**src/rtl/vga_ip_pkg.sv**
```systemverilog
// -----------------------------------------------------------------------------
// vga_ip_pkg
// Shared constants for the VGA IP control space: AXI response codes, the byte
// offsets of the four control registers and a helper that tells whether a
// word slot index maps onto an implemented register.
// No ports (package).
// -----------------------------------------------------------------------------
package vga_ip_pkg;

   localparam logic [1:0] RESP_OKAY   = 2'b00;
   localparam logic [1:0] RESP_SLVERR = 2'b10;

   localparam int NUM_CTRL_REGS = 4;

   // Word slot index width for a 5-bit byte address (8 slots).
   localparam int SLOT_IDX_W = 3;

   localparam logic [4:0] CTRL_REG0_OFS = 5'h00;
   localparam logic [4:0] CTRL_REG1_OFS = 5'h04;
   localparam logic [4:0] CTRL_REG2_OFS = 5'h08;
   localparam logic [4:0] CTRL_REG3_OFS = 5'h0C;

   // Slots 0..3 hold registers; 4..7 are decoded but empty.
   function automatic logic slot_impl(input logic [SLOT_IDX_W-1:0] idx);
      return idx < SLOT_IDX_W'(NUM_CTRL_REGS);
   endfunction

endpackage

```
**src/rtl/vga_ctrl_regbank.sv**
```systemverilog
// -----------------------------------------------------------------------------
// vga_ctrl_regbank
// Storage for the four VGA control registers with a bytewise strobed write
// port and a combinational read mux. Writes or reads aimed at slots 4..7 are
// dropped / return zero.
// Ports:
//   i_clk, i_rst_n        clock, asynchronous active-low reset
//   i_we                  write enable (one commit per asserted cycle)
//   i_widx, i_wdata,      write slot index, data and byte strobes
//   i_wstrb
//   i_ridx                read slot index
//   o_rdata               read data for i_ridx (0 for empty slots)
//   o_reg0..o_reg3        live register contents
// -----------------------------------------------------------------------------
module vga_ctrl_regbank
   import vga_ip_pkg::*;
(
   input  logic                  i_clk,
   input  logic                  i_rst_n,
   input  logic                  i_we,
   input  logic [SLOT_IDX_W-1:0] i_widx,
   input  logic [31:0]           i_wdata,
   input  logic [3:0]            i_wstrb,
   input  logic [SLOT_IDX_W-1:0] i_ridx,
   output logic [31:0]           o_rdata,
   output logic [31:0]           o_reg0,
   output logic [31:0]           o_reg1,
   output logic [31:0]           o_reg2,
   output logic [31:0]           o_reg3
);

   logic [31:0] r_regs [NUM_CTRL_REGS];

   always_ff @(posedge i_clk or negedge i_rst_n) begin
      if (!i_rst_n) begin
         for (int i = 0; i < NUM_CTRL_REGS; i++) begin
            r_regs[i] <= '0;
         end
      end else if (i_we && slot_impl(i_widx)) begin
         for (int b = 0; b < 4; b++) begin
            if (i_wstrb[b]) begin
               r_regs[i_widx[1:0]][8*b +: 8] <= i_wdata[8*b +: 8];
            end
         end
      end
   end

   always_comb begin
      o_rdata = '0;
      if (slot_impl(i_ridx)) begin
         o_rdata = r_regs[i_ridx[1:0]];
      end
   end

   assign o_reg0 = r_regs[0];
   assign o_reg1 = r_regs[1];
   assign o_reg2 = r_regs[2];
   assign o_reg3 = r_regs[3];

endmodule

```
**src/rtl/vga_ctrl_axil_slave.sv**
```systemverilog
// -----------------------------------------------------------------------------
// vga_ctrl_axil_slave
// AXI4-Lite responder for the VGA IP control space. Four 32-bit registers at
// byte offsets 0x00..0x0C, driven straight out to the VGA core.
// Write path: AW and W are captured independently into holding registers
// (either order, or together); the register is committed on the first edge
// where both are held, which also raises BVALID. No new AW/W is accepted
// while BVALID is up. Read path: one outstanding read, RDATA registered on
// the AR handshake.
// Configuration macro:
//   VGA_CTRL_AXIL_SLVERR_EN  when defined, accesses to empty slots 4..7
//                            answer SLVERR instead of OKAY.
// Ports:
//   S_AXI_ACLK, S_AXI_ARESETN          clock, asynchronous active-low reset
//   S_AXI_AW* / S_AXI_W* / S_AXI_B*    AXI4-Lite write channels
//   S_AXI_AR* / S_AXI_R*               AXI4-Lite read channels
//   ctrl_reg0..ctrl_reg3               register contents to the VGA core
// -----------------------------------------------------------------------------
module vga_ctrl_axil_slave
   import vga_ip_pkg::*;
#(
   parameter int C_S_AXI_DATA_WIDTH = 32,
   parameter int C_S_AXI_ADDR_WIDTH = 5
)(
   input  logic                            S_AXI_ACLK,
   input  logic                            S_AXI_ARESETN,
   input  logic [C_S_AXI_ADDR_WIDTH-1:0]   S_AXI_AWADDR,
   input  logic [2:0]                      S_AXI_AWPROT,
   input  logic                            S_AXI_AWVALID,
   output logic                            S_AXI_AWREADY,
   input  logic [C_S_AXI_DATA_WIDTH-1:0]   S_AXI_WDATA,
   input  logic [C_S_AXI_DATA_WIDTH/8-1:0] S_AXI_WSTRB,
   input  logic                            S_AXI_WVALID,
   output logic                            S_AXI_WREADY,
   output logic [1:0]                      S_AXI_BRESP,
   output logic                            S_AXI_BVALID,
   input  logic                            S_AXI_BREADY,
   input  logic [C_S_AXI_ADDR_WIDTH-1:0]   S_AXI_ARADDR,
   input  logic [2:0]                      S_AXI_ARPROT,
   input  logic                            S_AXI_ARVALID,
   output logic                            S_AXI_ARREADY,
   output logic [C_S_AXI_DATA_WIDTH-1:0]   S_AXI_RDATA,
   output logic [1:0]                      S_AXI_RRESP,
   output logic                            S_AXI_RVALID,
   input  logic                            S_AXI_RREADY,
   output logic [31:0]                     ctrl_reg0,
   output logic [31:0]                     ctrl_reg1,
   output logic [31:0]                     ctrl_reg2,
   output logic [31:0]                     ctrl_reg3
);

   localparam int IDX_LSB = 2;

`ifdef VGA_CTRL_AXIL_SLVERR_EN
   localparam logic [1:0] UNIMPL_RESP = RESP_SLVERR;
`else
   localparam logic [1:0] UNIMPL_RESP = RESP_OKAY;
`endif

   function automatic logic [1:0] slot_resp(input logic [SLOT_IDX_W-1:0] idx);
      return slot_impl(idx) ? RESP_OKAY : UNIMPL_RESP;
   endfunction

   // Write channel state
   logic                  r_aw_held;
   logic                  r_w_held;
   logic [SLOT_IDX_W-1:0] r_aw_idx;
   logic [31:0]           r_wdata;
   logic [3:0]            r_wstrb;
   logic                  r_bvalid;
   logic [1:0]            r_bresp;

   // Read channel state
   logic                  r_rvalid;
   logic [31:0]           r_rdata;
   logic [1:0]            r_rresp;

   logic                  w_awready;
   logic                  w_wready;
   logic                  w_arready;
   logic                  w_aw_hs;
   logic                  w_w_hs;
   logic                  w_ar_hs;
   logic                  w_commit;
   logic [SLOT_IDX_W-1:0] w_aw_idx;
   logic [SLOT_IDX_W-1:0] w_ar_idx;
   logic [31:0]           w_rb_rdata;

   // Byte-lane bits of the addresses and the PROT fields carry no meaning here.
   logic w_unused;
   assign w_unused = &{1'b0, S_AXI_AWADDR[IDX_LSB-1:0], S_AXI_ARADDR[IDX_LSB-1:0],
                       S_AXI_AWPROT, S_AXI_ARPROT};

   assign w_aw_idx = S_AXI_AWADDR[IDX_LSB +: SLOT_IDX_W];
   assign w_ar_idx = S_AXI_ARADDR[IDX_LSB +: SLOT_IDX_W];

   // READY comes only from held state, never from VALID, so no comb loops
   // through the interconnect.
   assign w_awready = !r_aw_held && !r_bvalid;
   assign w_wready  = !r_w_held  && !r_bvalid;
   assign w_arready = !r_rvalid;

   assign w_aw_hs  = S_AXI_AWVALID && w_awready;
   assign w_w_hs   = S_AXI_WVALID  && w_wready;
   assign w_ar_hs  = S_AXI_ARVALID && w_arready;
   assign w_commit = r_aw_held && r_w_held;

   always_ff @(posedge S_AXI_ACLK or negedge S_AXI_ARESETN) begin
      if (!S_AXI_ARESETN) begin
         r_aw_held <= 1'b0;
         r_w_held  <= 1'b0;
         r_bvalid  <= 1'b0;
         r_bresp   <= RESP_OKAY;
      end else if (w_commit) begin
         // Both holders are full, so neither channel can handshake this cycle
         // and BVALID is known low.
         r_aw_held <= 1'b0;
         r_w_held  <= 1'b0;
         r_bvalid  <= 1'b1;
         r_bresp   <= slot_resp(r_aw_idx);
      end else begin
         if (w_aw_hs) begin
            r_aw_held <= 1'b1;
         end
         if (w_w_hs) begin
            r_w_held <= 1'b1;
         end
         if (r_bvalid && S_AXI_BREADY) begin
            r_bvalid <= 1'b0;
         end
      end
   end

   // Payload holders only load on their own handshake; the held flags qualify
   // them, so they need no reset.
   always_ff @(posedge S_AXI_ACLK) begin
      if (w_aw_hs) begin
         r_aw_idx <= w_aw_idx;
      end
      if (w_w_hs) begin
         r_wdata <= S_AXI_WDATA[31:0];
         r_wstrb <= S_AXI_WSTRB[3:0];
      end
   end

   // The read samples the bank before this edge's commit lands, so a read and
   // write to the same register in one cycle returns the old value.
   always_ff @(posedge S_AXI_ACLK or negedge S_AXI_ARESETN) begin
      if (!S_AXI_ARESETN) begin
         r_rvalid <= 1'b0;
         r_rdata  <= '0;
         r_rresp  <= RESP_OKAY;
      end else if (w_ar_hs) begin
         r_rvalid <= 1'b1;
         r_rdata  <= w_rb_rdata;
         r_rresp  <= slot_resp(w_ar_idx);
      end else if (r_rvalid && S_AXI_RREADY) begin
         r_rvalid <= 1'b0;
      end
   end

   vga_ctrl_regbank u_regbank (
      .i_clk   (S_AXI_ACLK),
      .i_rst_n (S_AXI_ARESETN),
      .i_we    (w_commit),
      .i_widx  (r_aw_idx),
      .i_wdata (r_wdata),
      .i_wstrb (r_wstrb),
      .i_ridx  (w_ar_idx),
      .o_rdata (w_rb_rdata),
      .o_reg0  (ctrl_reg0),
      .o_reg1  (ctrl_reg1),
      .o_reg2  (ctrl_reg2),
      .o_reg3  (ctrl_reg3)
   );

   assign S_AXI_AWREADY = w_awready;
   assign S_AXI_WREADY  = w_wready;
   assign S_AXI_ARREADY = w_arready;
   assign S_AXI_BVALID  = r_bvalid;
   assign S_AXI_BRESP   = r_bresp;
   assign S_AXI_RVALID  = r_rvalid;
   assign S_AXI_RDATA   = C_S_AXI_DATA_WIDTH'(r_rdata);
   assign S_AXI_RRESP   = r_rresp;

endmodule

```
**config.mk**
```make
export PLATFORM = sky130hd
export DESIGN_NAME = vga_ctrl_axil_slave
export DESIGN_NICKNAME = d
export VERILOG_FILES = /design/src/rtl/vga_ip_pkg.sv /design/src/rtl/vga_ctrl_regbank.sv /design/src/rtl/vga_ctrl_axil_slave.sv
export SDC_FILE = /design/constraint.sdc
export NUM_CORES = 1
export LEC_CHECK = 0
export CAP_MARGIN = 25
export CORE_UTILIZATION = 52
export CTS_CLUSTER_SIZE = 16
export DETAILED_ROUTE_END_ITERATION = 16
export GPL_TIMING_DRIVEN = 0
export PLACE_DENSITY = 0.86
export SYNTH_ARGS = -nofsm -noshare
export SYNTH_HDL_FRONTEND = slang
export SYNTH_SLANG_ARGS = --single-unit
```
**constraint.sdc**
```tcl
create_clock -name S_AXI_ACLK -period 3.6 [get_ports S_AXI_ACLK]
set_clock_uncertainty 0.15 [all_clocks]
set_input_delay 0.36 -clock S_AXI_ACLK [delete_from_list [all_inputs] [get_ports S_AXI_ACLK]]
set_output_delay 0.36 -clock S_AXI_ACLK [all_outputs]
set_load 0.02 [all_outputs]
```
==> flow_summary_export.csv, run 1 <==
group,metric,value,unit
critical_path,path_class,"flop to primary output",
synthesis,ys_seq_elements,203,
drt,remaining_drc_errors,0,
layout,final_nets,758,
sta,fin_crit,2.32,ns
die,core,0.0153,mm2
status,status,"completed",
drt,first_pass_iters,4,
layout,drive_above_1_share,31.1,%
synthesis,yosys-top-cells-area,"dfrtp_1, edfxtp_1, mux2_2",
power_and_ir_drop,power_density,950,mW/mm2
sta,rsz0062_at_grt,"false",
critical_path,cp_max_fo,8,
clocking,cts_max_level,1,
sta,hold_viol,0,
critical_path,arrival,1.81,ns
die,pin_count,228,
global_routing,grtUsageTotal,26.5,%
synthesis,synth_edf_count,39,
synthesis,synth_warnings,0,
clocking,post_cts_buffers,0,
clocking,cts_tree,"done",
clocking,path_clk_slew,0.06,ns
place,dp_cells,886,
synthesis,postSynthAreaPerCell,18.0,um2
sta,finalCritPeriodShare,64.4,%
synthesis,synthFlopType,"dfrtp_1",
place,io_buffers,212,
critical_path,ff2ff_path_depth,5,
drt,drt_wl_total,21100,um
worst_hold_path,hold-path-cell-count,1,
clocking,clock_path_buffers,3,
place,pre_cts_ws,1.08,ns
die,die-area,0.0163,mm2
die,die_h,128,um
sta,worst_slew_pin_slew,0.879,ns
drt,drtAntennaViolNets,0,
synthesis,synthesis.area,0.00823,mm2
synthesis,yosys.area.top_type_share,49.9,%
synthesis,synth_seq_area_share,64.1,%
layout,antennaDiodeCount,0,
synthesis,synth_common_cells,"dfrtp_1, mux2_2, edfxtp_1",
synthesis,synthArstFlopShare,80.8,%
power_and_ir_drop,leakage,0.00495,uW
synthesis,synth_most_common_cell,"dfrtp_1",
drt,drt_iter0_drc,205,
die,initial_core_util,53.8,%
layout,utilization,74.4,%
sta,max_freq,431,MHz
place,gp_congestion,0.752,
worst_hold_path,hold_path.class,"input port to flop",
clocking,clk_latency,0.49,ns
global_routing,grt_pass1_wl,32600,um
drt,vias,5194,
global_routing,grt-ovfl-total,0,
clocking,clockRootBuffer,"clkbuf_16",
synthesis,syn_inst,458,
sta,slew_viol_final,0,
critical_path,cp.required,3.09,ns
layout,area_growth,38.5,%
global_routing,antenna_found_initial,0,
clocking,cts.sinks,203,
drt,wl_per_cell,22.8,um
job,cap_viol_max_count,0,
critical_path,startpoint_type,"flop",
power_and_ir_drop,vdd_ir_drop_max,0.622,mV
layout,final.fill_count,958,
global_routing,grt_max_degree,89,
power_and_ir_drop,total_power,10800,uW
place,hpwl,13700,um
synthesis,synth_cell_types,22,
global_routing,grt_pass1_vias,5583,
sta,setup_ws,1.28,ns
sta,setup_viol,0,
synthesis,post-synth-top-area-cell,"dfrtp_1",
sta,fin_tns_setup,0,ns
drt,viasPerCell,5.62,
die,die_w,128,um
sta,worst_slew_margin_rel,41.4,%
die,std_cell_rows,45,
critical_path,end_kind,"primary output",
clocking,cts_made_buffers,21,
layout,final-instance-count-excl-fill,924,
==> layout make-up <==
cell class | count | area [um2] | share of cell area, %
clock buffers | 33 | 641 | 5.62
plain buffers | 25 | 144 | 1.26
well taps | 211 | 264 | 2.32
clock inverters | 4 | 67.6 | 0.593
repair buffers | 215 | 2180 | 19.1
inverters | 3 | 11.3 | 0.0988
multi-input cells | 230 | 2810 | 24.7
flip-flops and latches | 203 | 5280 | 46.3
==> final timing paths <==
| kind | to | start | slack, ns |
|---|---|---|---|
| max | S_AXI_WREADY | r_w_held | 1.28 |
| min | r_wdata[20] | S_AXI_WDATA[20] | 0.28 |
| max reg2reg | S_AXI_RDATA[3] | S_AXI_RVALID | 1.48 |
| min reg2reg | S_AXI_RDATA[2] | S_AXI_RDATA[2] | 0.35 |
| max in group asynchronous | u_regbank.o_reg0[2] | S_AXI_ARESETN | 2.08 |
| min in group asynchronous | u_regbank.o_reg3[17] | S_AXI_ARESETN | 0.32 |
==> through the flow <==
stage	hold slack (ns)	area [um2]
global placement	0.337	10600
detailed placement	0.288	10700
CTS	0.260	11400
finish	0.276	11400
floorplan	-0.0856	8240
global route	0.264	11400
==> sequential cells by signal (all words and copies together), names as in the netlist, 3 cells and up <==
name / count
r_wstrb: 4
u_regbank.o_reg0: 32
u_regbank.o_reg3: 32
r_wdata: 32
u_regbank.o_reg2: 32
S_AXI_RDATA: 32
r_aw_idx: 3
u_regbank.o_reg1: 32
==> what timing repair did <==
item	4_1_cts	5_1_grt
hold buffers	1	0
endpoints found under the hold margin	76	0
resized for setup	0	0
==> power breakdown <==
part	total (uW)	leakage, uW	switching (uW)	internal [uW]
clock	2210	0.000346	850	1360
combinational	4520	0.00207	2030	2490
sequential	4100	0.00253	792	3310
==> cell families (layout without fill, tap and decap cells) <==
| group | count (synthesis) | after routing | synth area share (%) |
|---|---|---|---|
| compound gates | 36 | 36 | 3.71 |
| mux | 160 | 160 | 27.7 |
| flops | 203 | 203 | 64.1 |
| simple gates | 30 | 30 | 2.55 |
| buf+inv | 28 | 280 | 1.88 |
| other cells | 1 | 4 | 0.0456 |
==> layer usage <==
metal	wire length (um)	part of all wire (%)	vias up	global-route usage, %
met2	10600	50	207	44.1
met5	0	0	-	0
li1	-	-	2217	-
met3	1720	8.2	29	7.39
met1	8480	40	2741	35.1
met4	262	1.2	0	5.95
==> placed cells by master (no fill, tap or decap) <==
cell               n
o21bai_1           1
mux2_4            32
clkbuf_8           7
buf_16             1
nand4b_2           4
buf_4              4
bufinv_16          2
and2_1             1
conb_1             4
clkbuf_16         21
nor2_1             3
buf_2              4
clkinv_1           2
clkbuf_1          18
inv_1              3
mux2_2            96
a21o_1             1
mux4_2            32
and2_2             1
nand2_1            2
clkdlybuf4s50_1  211
buf_12             1
nor2_2            12
or3_1              4
buf_6              5
o21ai_0            2
dlygate4sd3_1      1
a22o_1            32
dfrtp_1          164
edfxtp_1          39
nand2b_1           3
==> worst max-delay path: stages (launching register included) <==
cell	delay, ns
dfrtp_1	0.35
buf_2	0.19
nor2_1	0.16
clkdlybuf4s50_1	0.62
Note: power is estimated with default switching activity, not from simulation.
==> inputs of run 2 (changes only) <==
--- a/config.mk
+++ b/config.mk
@@ -6,11 +6,11 @@
 export NUM_CORES = 1
 export LEC_CHECK = 0
 export CAP_MARGIN = 25
-export CORE_UTILIZATION = 52
+export CORE_UTILIZATION = 43
 export CTS_CLUSTER_SIZE = 16
 export DETAILED_ROUTE_END_ITERATION = 16
 export GPL_TIMING_DRIVEN = 0
-export PLACE_DENSITY = 0.86
+export PLACE_DENSITY = 0.76
 export SYNTH_ARGS = -nofsm -noshare
 export SYNTH_HDL_FRONTEND = slang
 export SYNTH_SLANG_ARGS = --single-unit
==> constraint.sdc (replaced) <==
create_clock -name S_AXI_ACLK -period 2.09 [get_ports S_AXI_ACLK]
set_clock_uncertainty 0.15 [all_clocks]
set_input_delay 0.209 -clock S_AXI_ACLK [delete_from_list [all_inputs] [get_ports S_AXI_ACLK]]
set_output_delay 0.209 -clock S_AXI_ACLK [all_outputs]
set_load 0.02 [all_outputs]
==> run 2 against run 1 <==
Net effect:
- core utilization down 13 points
- routed wire length down 2.3%
- combinational power up 70%
- sequential share of layout area down 0.30 points
- critical path depth up 1
- design area up 0.65%
- global-route usage down 4.9 points
- clock power up 80%
- first-iteration DRC count down 24%
- die area up 21%
- critical path type is now flop to flop
- critical endpoint is now u_regbank.o_reg1[14]
==> flow_summary_export.csv, run 2 (synthesis gave the netlist of run 1 again) <==
group,metric,value,unit
layout,layout_common_cells,"clkdlybuf4s50_1, dfrtp_1, mux2_2",
place,io_buffers,212,
critical_path,arrival,2.25,ns
place,hpwl,13900,um
critical_path,crit_start,"r_aw_idx[1]",
drt,drt_iter0_drc,155,
power_and_ir_drop,pwr-share-seq,37.6,%
critical_path,path_class,"flop to flop",
sta,setup_ws,0.0568,ns
die,die_w,140,um
critical_path,worst_r2r_endpoint,"u_regbank.o_reg1[14]",
drt,viasPerCell,5.33,
sta,worst_slew_margin_rel,44.9,%
layout,layout_commonest_cell,"clkdlybuf4s50_1",
layout,drive_above_1_share,32.4,%
critical_path,crit_slowest_cell,"nor2_2",
global_routing,grt.busiest_layer,"met2",
global_routing,grtUsageMet3,5.09,%
power_and_ir_drop,leakage,0.00498,uW
drt,wl_per_cell,21.7,um
clocking,cts.sinks,203,
sta,rsz0062_at_grt,"true",
global_routing,grt_pass1_wl,32600,um
sta,fin_crit,2.03,ns
power_and_ir_drop,power_frac_clock,21.2,%
die,std_cell_rows,50,
place,pre_cts_ws,-0.378,ns
critical_path,regToRegStartpoint,"r_aw_idx[1]",
global_routing,grt_max_degree,87,
clocking,clock_path_buffers,3,
clocking,cts_tree,"done",
die,die_h,140,um
clocking,clockRootBuffer,"clkbuf_16",
global_routing,grtUsageTotal,21.7,%
sta,fin_tns_setup,0,ns
power_and_ir_drop,p_sw_share,33.6,%
global_routing,grt-ovfl-total,0,
drt,vias,5066,
power_and_ir_drop,pwr-share-comb,41.1,%
critical_path,crit_path_end,"u_regbank.o_reg1[14]",
global_routing,grt_use_met2,36.9,%
drt,drt_wl_total,20600,um
clocking,cts_max_level,1,
place,dp_cells,909,
global_routing,met1_usage,28.2,%
power_and_ir_drop,power_density,1630,mW/mm2
critical_path,ff2ff_path_depth,4,
sta,max_freq,492,MHz
sta,finalCritPeriodShare,97.3,%
status,status,"completed",
die,pin_count,228,
layout,final-instance-count-excl-fill,950,
die,die-area,0.0197,mm2
layout,area_growth,39.4,%
clocking,path_clk_slew,0.06,ns
drt,remaining_drc_errors,0,
critical_path,startpoint_type,"flop",
die,core,0.0187,mm2
die,initial_core_util,44.0,%
layout,final_nets,759,
critical_path,cp.required,2.30,ns
clocking,clk_latency,0.49,ns
critical_path,end_kind,"flop",
sta,setup_viol,0,
worst_hold_path,hold_path.class,"input port to flop",
power_and_ir_drop,internal-power,12400,uW
layout,antennaDiodeCount,0,
critical_path,r2r_slack,0.06,ns
place,gp_congestion,0.799,
power_and_ir_drop,vdd_ir_drop_max,0.949,mV
clocking,post_cts_buffers,0,
critical_path,cp_max_fo,8,
sta,hold_viol,0,
clocking,cts_made_buffers,22,
sta,worst_slew_pin_slew,0.826,ns
drt,drtAntennaViolNets,0,
power_and_ir_drop,p_sw,6280,uW
global_routing,grt_pass1_vias,5578,
drt,first_pass_iters,4,
critical_path,cp_cell_sequence,"nand2b_1, clkbuf_1, nor2_2, mux2_2",
job,cap_viol_max_count,0,
global_routing,antenna_found_initial,0,
sta,slew_viol_final,0,
critical_path,cpPeakStageDelay,0.51,ns
[run 2: changes by cell type in the layout (fill, tap and decap cells not counted), moves of 2 or more]
cell / delta
clkbuf_1: -5
clkbuf_16: +2
clkbuf_2: +4
clkbuf_8: -6
clkdlybuf4s50_1: -2
clkinv_2: +5
dlygate4sd2_1: +2
[run 2: worst min-delay path by stage]
stage | from | endpoint | slack (ns) | depth (start not counted)
5_1_grt | S_AXI_WSTRB[2] | r_wstrb[2] | 0.10 | 1
3_3_place_gp | S_AXI_RDATA[12] | S_AXI_RDATA[12] | 0.34 | 1
6_report | S_AXI_WDATA[28] | r_wdata[28] | 0.12 | 1
2_1_floorplan | S_AXI_ARESETN | S_AXI_BVALID | -0.24 | 0
4_1_cts | S_AXI_WDATA[28] | r_wdata[28] | 0.10 | 1
3_5_place_dp | S_AXI_ARESETN | S_AXI_RDATA[18] | 0.14 | 1
[run 2: critical path: cells and delay by family, from the launching register on]
family	cells	cell delay, ns
multiplexers	1	0.41
AND/OR/NAND/NOR	2	0.69
flip-flops	1	0.47
buffers and inverters	1	0.18
[run 2: power groups by stage]
stage               logic, uW  registers (uW)  clock network (uW)
detailed placement       7740            7080                   0
global route             8050            7250                4250
finish                   7680            7040                3970
global placement         7600            6950                   0
floorplan                2320            8520                   0
CTS                      7770            7030                4050
[run 2: routing by layer]
| metal | vias to the layer above | routed length (um) |
|---|---|---|
| met5 | - | 0 |
| met1 | 2653 | 8630 |
| li1 | 2215 | - |
| met3 | 26 | 1280 |
| met4 | 0 | 278 |
| met2 | 172 | 10400 |
[run 2: timing repair]
item                                    CTS  global route
endpoints found under the hold margin    78             0
gates resized for setup                   5             3
endpoints found under the setup margin   32            47
hold buffers                              1             0
[run 2: final cells by class]
class | instances | area (um2)
multi-input cells | 230 | 2820
clock buffers | 28 | 604
repair buffers | 215 | 2180
well taps | 234 | 293
inverters | 3 | 11.3
plain buffers | 25 | 149
clock inverters | 12 | 144
fillers | 1369 | 7230
flip-flops and latches | 203 | 5280
[run 2: stage by stage]
| step | cell area, um2 | util (%) | total power, uW | hold slack, ns |
|---|---|---|---|---|
| 2_1_floorplan | 8240 | - | 10800 | -0.237 |
| 3_3_place_gp | 10700 | 57.0 | 14500 | 0.339 |
| 3_5_place_dp | 10700 | 57.2 | 14800 | 0.144 |
| 4_1_cts | 11500 | 61.3 | 18900 | 0.104 |
| 5_1_grt | 11500 | 61.3 | 19500 | 0.100 |
| 6_report | 11500 | 61.3 | 18700 | 0.115 |
==> inputs of run 3 (changes only) <==
--- a/config.mk
+++ b/config.mk
@@ -11,6 +11,7 @@
 export DETAILED_ROUTE_END_ITERATION = 16
 export GPL_TIMING_DRIVEN = 0
 export PLACE_DENSITY = 0.76
+export SLEW_MARGIN = 20
 export SYNTH_ARGS = -nofsm -noshare
 export SYNTH_HDL_FRONTEND = slang
 export SYNTH_SLANG_ARGS = --single-unit
==> run 3 against run 2 <==
Net effect:
- register-to-register slack gained 0.03 ns
- sequential cell count is the same
- combinational power is essentially flat
- worst setup slack gained 0.028 ns
- critical endpoint is now u_regbank.o_reg1[29]
==> flow_summary_export.csv, run 3 (synthesis gave the netlist of run 1 again) <==
group,metric,value,unit
place,gp_congestion,0.799,
worst_hold_path,hold_path.class,"input port to flop",
clocking,cts_made_buffers,22,
drt,remaining_drc_errors,0,
critical_path,arrival,2.23,ns
critical_path,worst_r2r_endpoint,"u_regbank.o_reg1[29]",
sta,fin_tns_setup,0,ns
power_and_ir_drop,total_power,18800,uW
drt,wl_met3,1330,um
critical_path,cp_cell_sequence,"nand2b_1, clkbuf_1, nor2_2, mux2_2",
power_and_ir_drop,p_sw_share,33.5,%
global_routing,grt_max_degree,87,
clocking,clockRootBuffer,"clkbuf_16",
worst_hold_path,hold-path-endpoint,"r_wdata[28]",
power_and_ir_drop,p_sw,6280,uW
sta,setup_viol,0,
die,std_cell_rows,50,
clocking,cts.sinks,203,
place,dp_cells,909,
place,placed_cell_area,0.0107,mm2
drt,route.met2.wl,10400,um
sta,slew_viol_final,0,
place,io_buffers,212,
critical_path,regToRegStartpoint,"r_aw_idx[1]",
power_and_ir_drop,leakage,0.00499,uW
critical_path,crit_slowest_cell,"nor2_2",
die,pin_count,228,
critical_path,end_kind,"flop",
layout,postLayoutCellArea,0.0115,mm2
clocking,cts_max_level,1,
layout,area_growth,39.6,%
die,die_w,140,um
power_and_ir_drop,vdd_ir_drop_max,0.965,mV
clocking,clock_path_buffers,3,
critical_path,cp.required,2.31,ns
power_and_ir_drop,internal-power,12500,uW
critical_path,ff2ff_path_depth,4,
global_routing,antenna_found_initial,0,
global_routing,grt_pass1_vias,5648,
status,status,"completed",
die,die-area,0.0197,mm2
clocking,post_cts_buffers,0,
place,hpwl,13900,um
layout,layout_common_cells,"clkdlybuf4s50_1, dfrtp_1, mux2_2",
power_and_ir_drop,power_density,1630,mW/mm2
critical_path,path_class,"flop to flop",
drt,first_pass_iters,4,
clocking,cts_tree,"done",
clocking,path_clk_slew,0.06,ns
die,core,0.0187,mm2
sta,fin_crit,2.01,ns
layout,antennaDiodeCount,0,
sta,worst_slew_margin_rel,44.1,%
layout,layout_commonest_cell,"clkdlybuf4s50_1",
sta,finalCritPeriodShare,95.9,%
global_routing,grt_pass1_wl,32900,um
drt,drt_wl_total,20700,um
layout,final_nets,759,
critical_path,path_delay_family,"simple AND/OR/NAND/NOR gates",
sta,max_freq,499,MHz
sta,worst_slew_pin_slew,0.838,ns
layout,drive_above_1_share,32.3,%
critical_path,cp_max_fo,8,
drt,wl_met1,8620,um
die,initial_core_util,44.0,%
power_and_ir_drop,pwr-share-comb,41.0,%
drt,drt_iter0_drc,134,
drt,highest_layer,"met4",
critical_path,crit_start,"r_aw_idx[1]",
sta,rsz0062_at_grt,"true",
critical_path,startpoint_type,"flop",
sta,hold_viol,0,
drt,vias,5056,
power_and_ir_drop,power_frac_clock,21.6,%
job,cap_viol_max_count,0,
drt,wl_per_cell,21.7,um
layout,final-instance-count-excl-fill,950,
clocking,clk_latency,0.49,ns
critical_path,r2r_slack,0.08,ns
power_and_ir_drop,pwr-share-seq,37.5,%
global_routing,grtUsageTotal,21.8,%
critical_path,crit_buf_inv,1,
drt,viasPerCell,5.32,
global_routing,grt-ovfl-total,0,
die,die_h,140,um
worst_hold_path,hold-path-cell-count,1,
critical_path,cpPeakStageDelay,0.51,ns
worst_hold_path,hold_path.startpoint,"S_AXI_WDATA[28]",
drt,drtAntennaViolNets,0,
run 3: area by class of cell:
class / instances / area [um2]
clock inverter: 10 / 136
fill: 1370 / 7210
multi-input combinational: 230 / 2820
tap: 234 / 293
clock buffer: 30 / 632
inverter: 3 / 11.3
timing repair buffer: 215 / 2180
buffer: 25 / 148
sequential: 203 / 5280
run 3: power by group through the flow:
stage,Clock (uW),Sequential [uW],Combinational [uW]
after floorplan,0,8520,2320
after global placement,0,6950,7600
after detailed placement,0,7080,7750
after CTS,4130,7040,7780
after global routing,4330,7250,8060
final,4040,7030,7690
run 3: worst max-delay path by stage:
stage,to,slack (ns),cells past startpoint
detailed placement,S_AXI_RDATA[7],-0.37,6
global placement,u_regbank.o_reg0[3],-5.74,1
floorplan,r_wdata[0],0.1,3
CTS,S_AXI_RDATA[0],0.05,5
finish,u_regbank.o_reg1[29],0.08,4
global route,u_regbank.o_reg1[29],-0.05,4
run 3: worst register-to-register path: stages (launching register included):
cell and delay (ns):
edfxtp_1 0.47, nand2b_1 0.18, clkbuf_1 0.18, nor2_2 0.51, mux2_2 0.41
run 3: stage by stage:
stage / hold WS, ns / worst slack, ns / utilization, %
after floorplan: -0.237 / 0.0994 / -
after global placement: 0.339 / -5.74 / 57.0
after detailed placement: 0.0813 / -0.372 / 57.3
after CTS: 0.101 / 0.0549 / 61.4
after global routing: 0.106 / -0.0494 / 61.4
final: 0.123 / 0.0850 / 61.4
run 3: repair_timing:
action | 4_1_cts | 5_1_grt
gates resized for setup | 5 | 1
endpoints found under the hold margin | 78 | 0
endpoints found under the setup margin | 31 | 34
hold buffers | 1 | 0
run 3: per-layer routing:
metal	up-vias	GRT usage, %
met5	-	0
li1	2216	-
met2	175	37.1
met1	2633	28.2
met3	32	5.26
met4	0	5.15
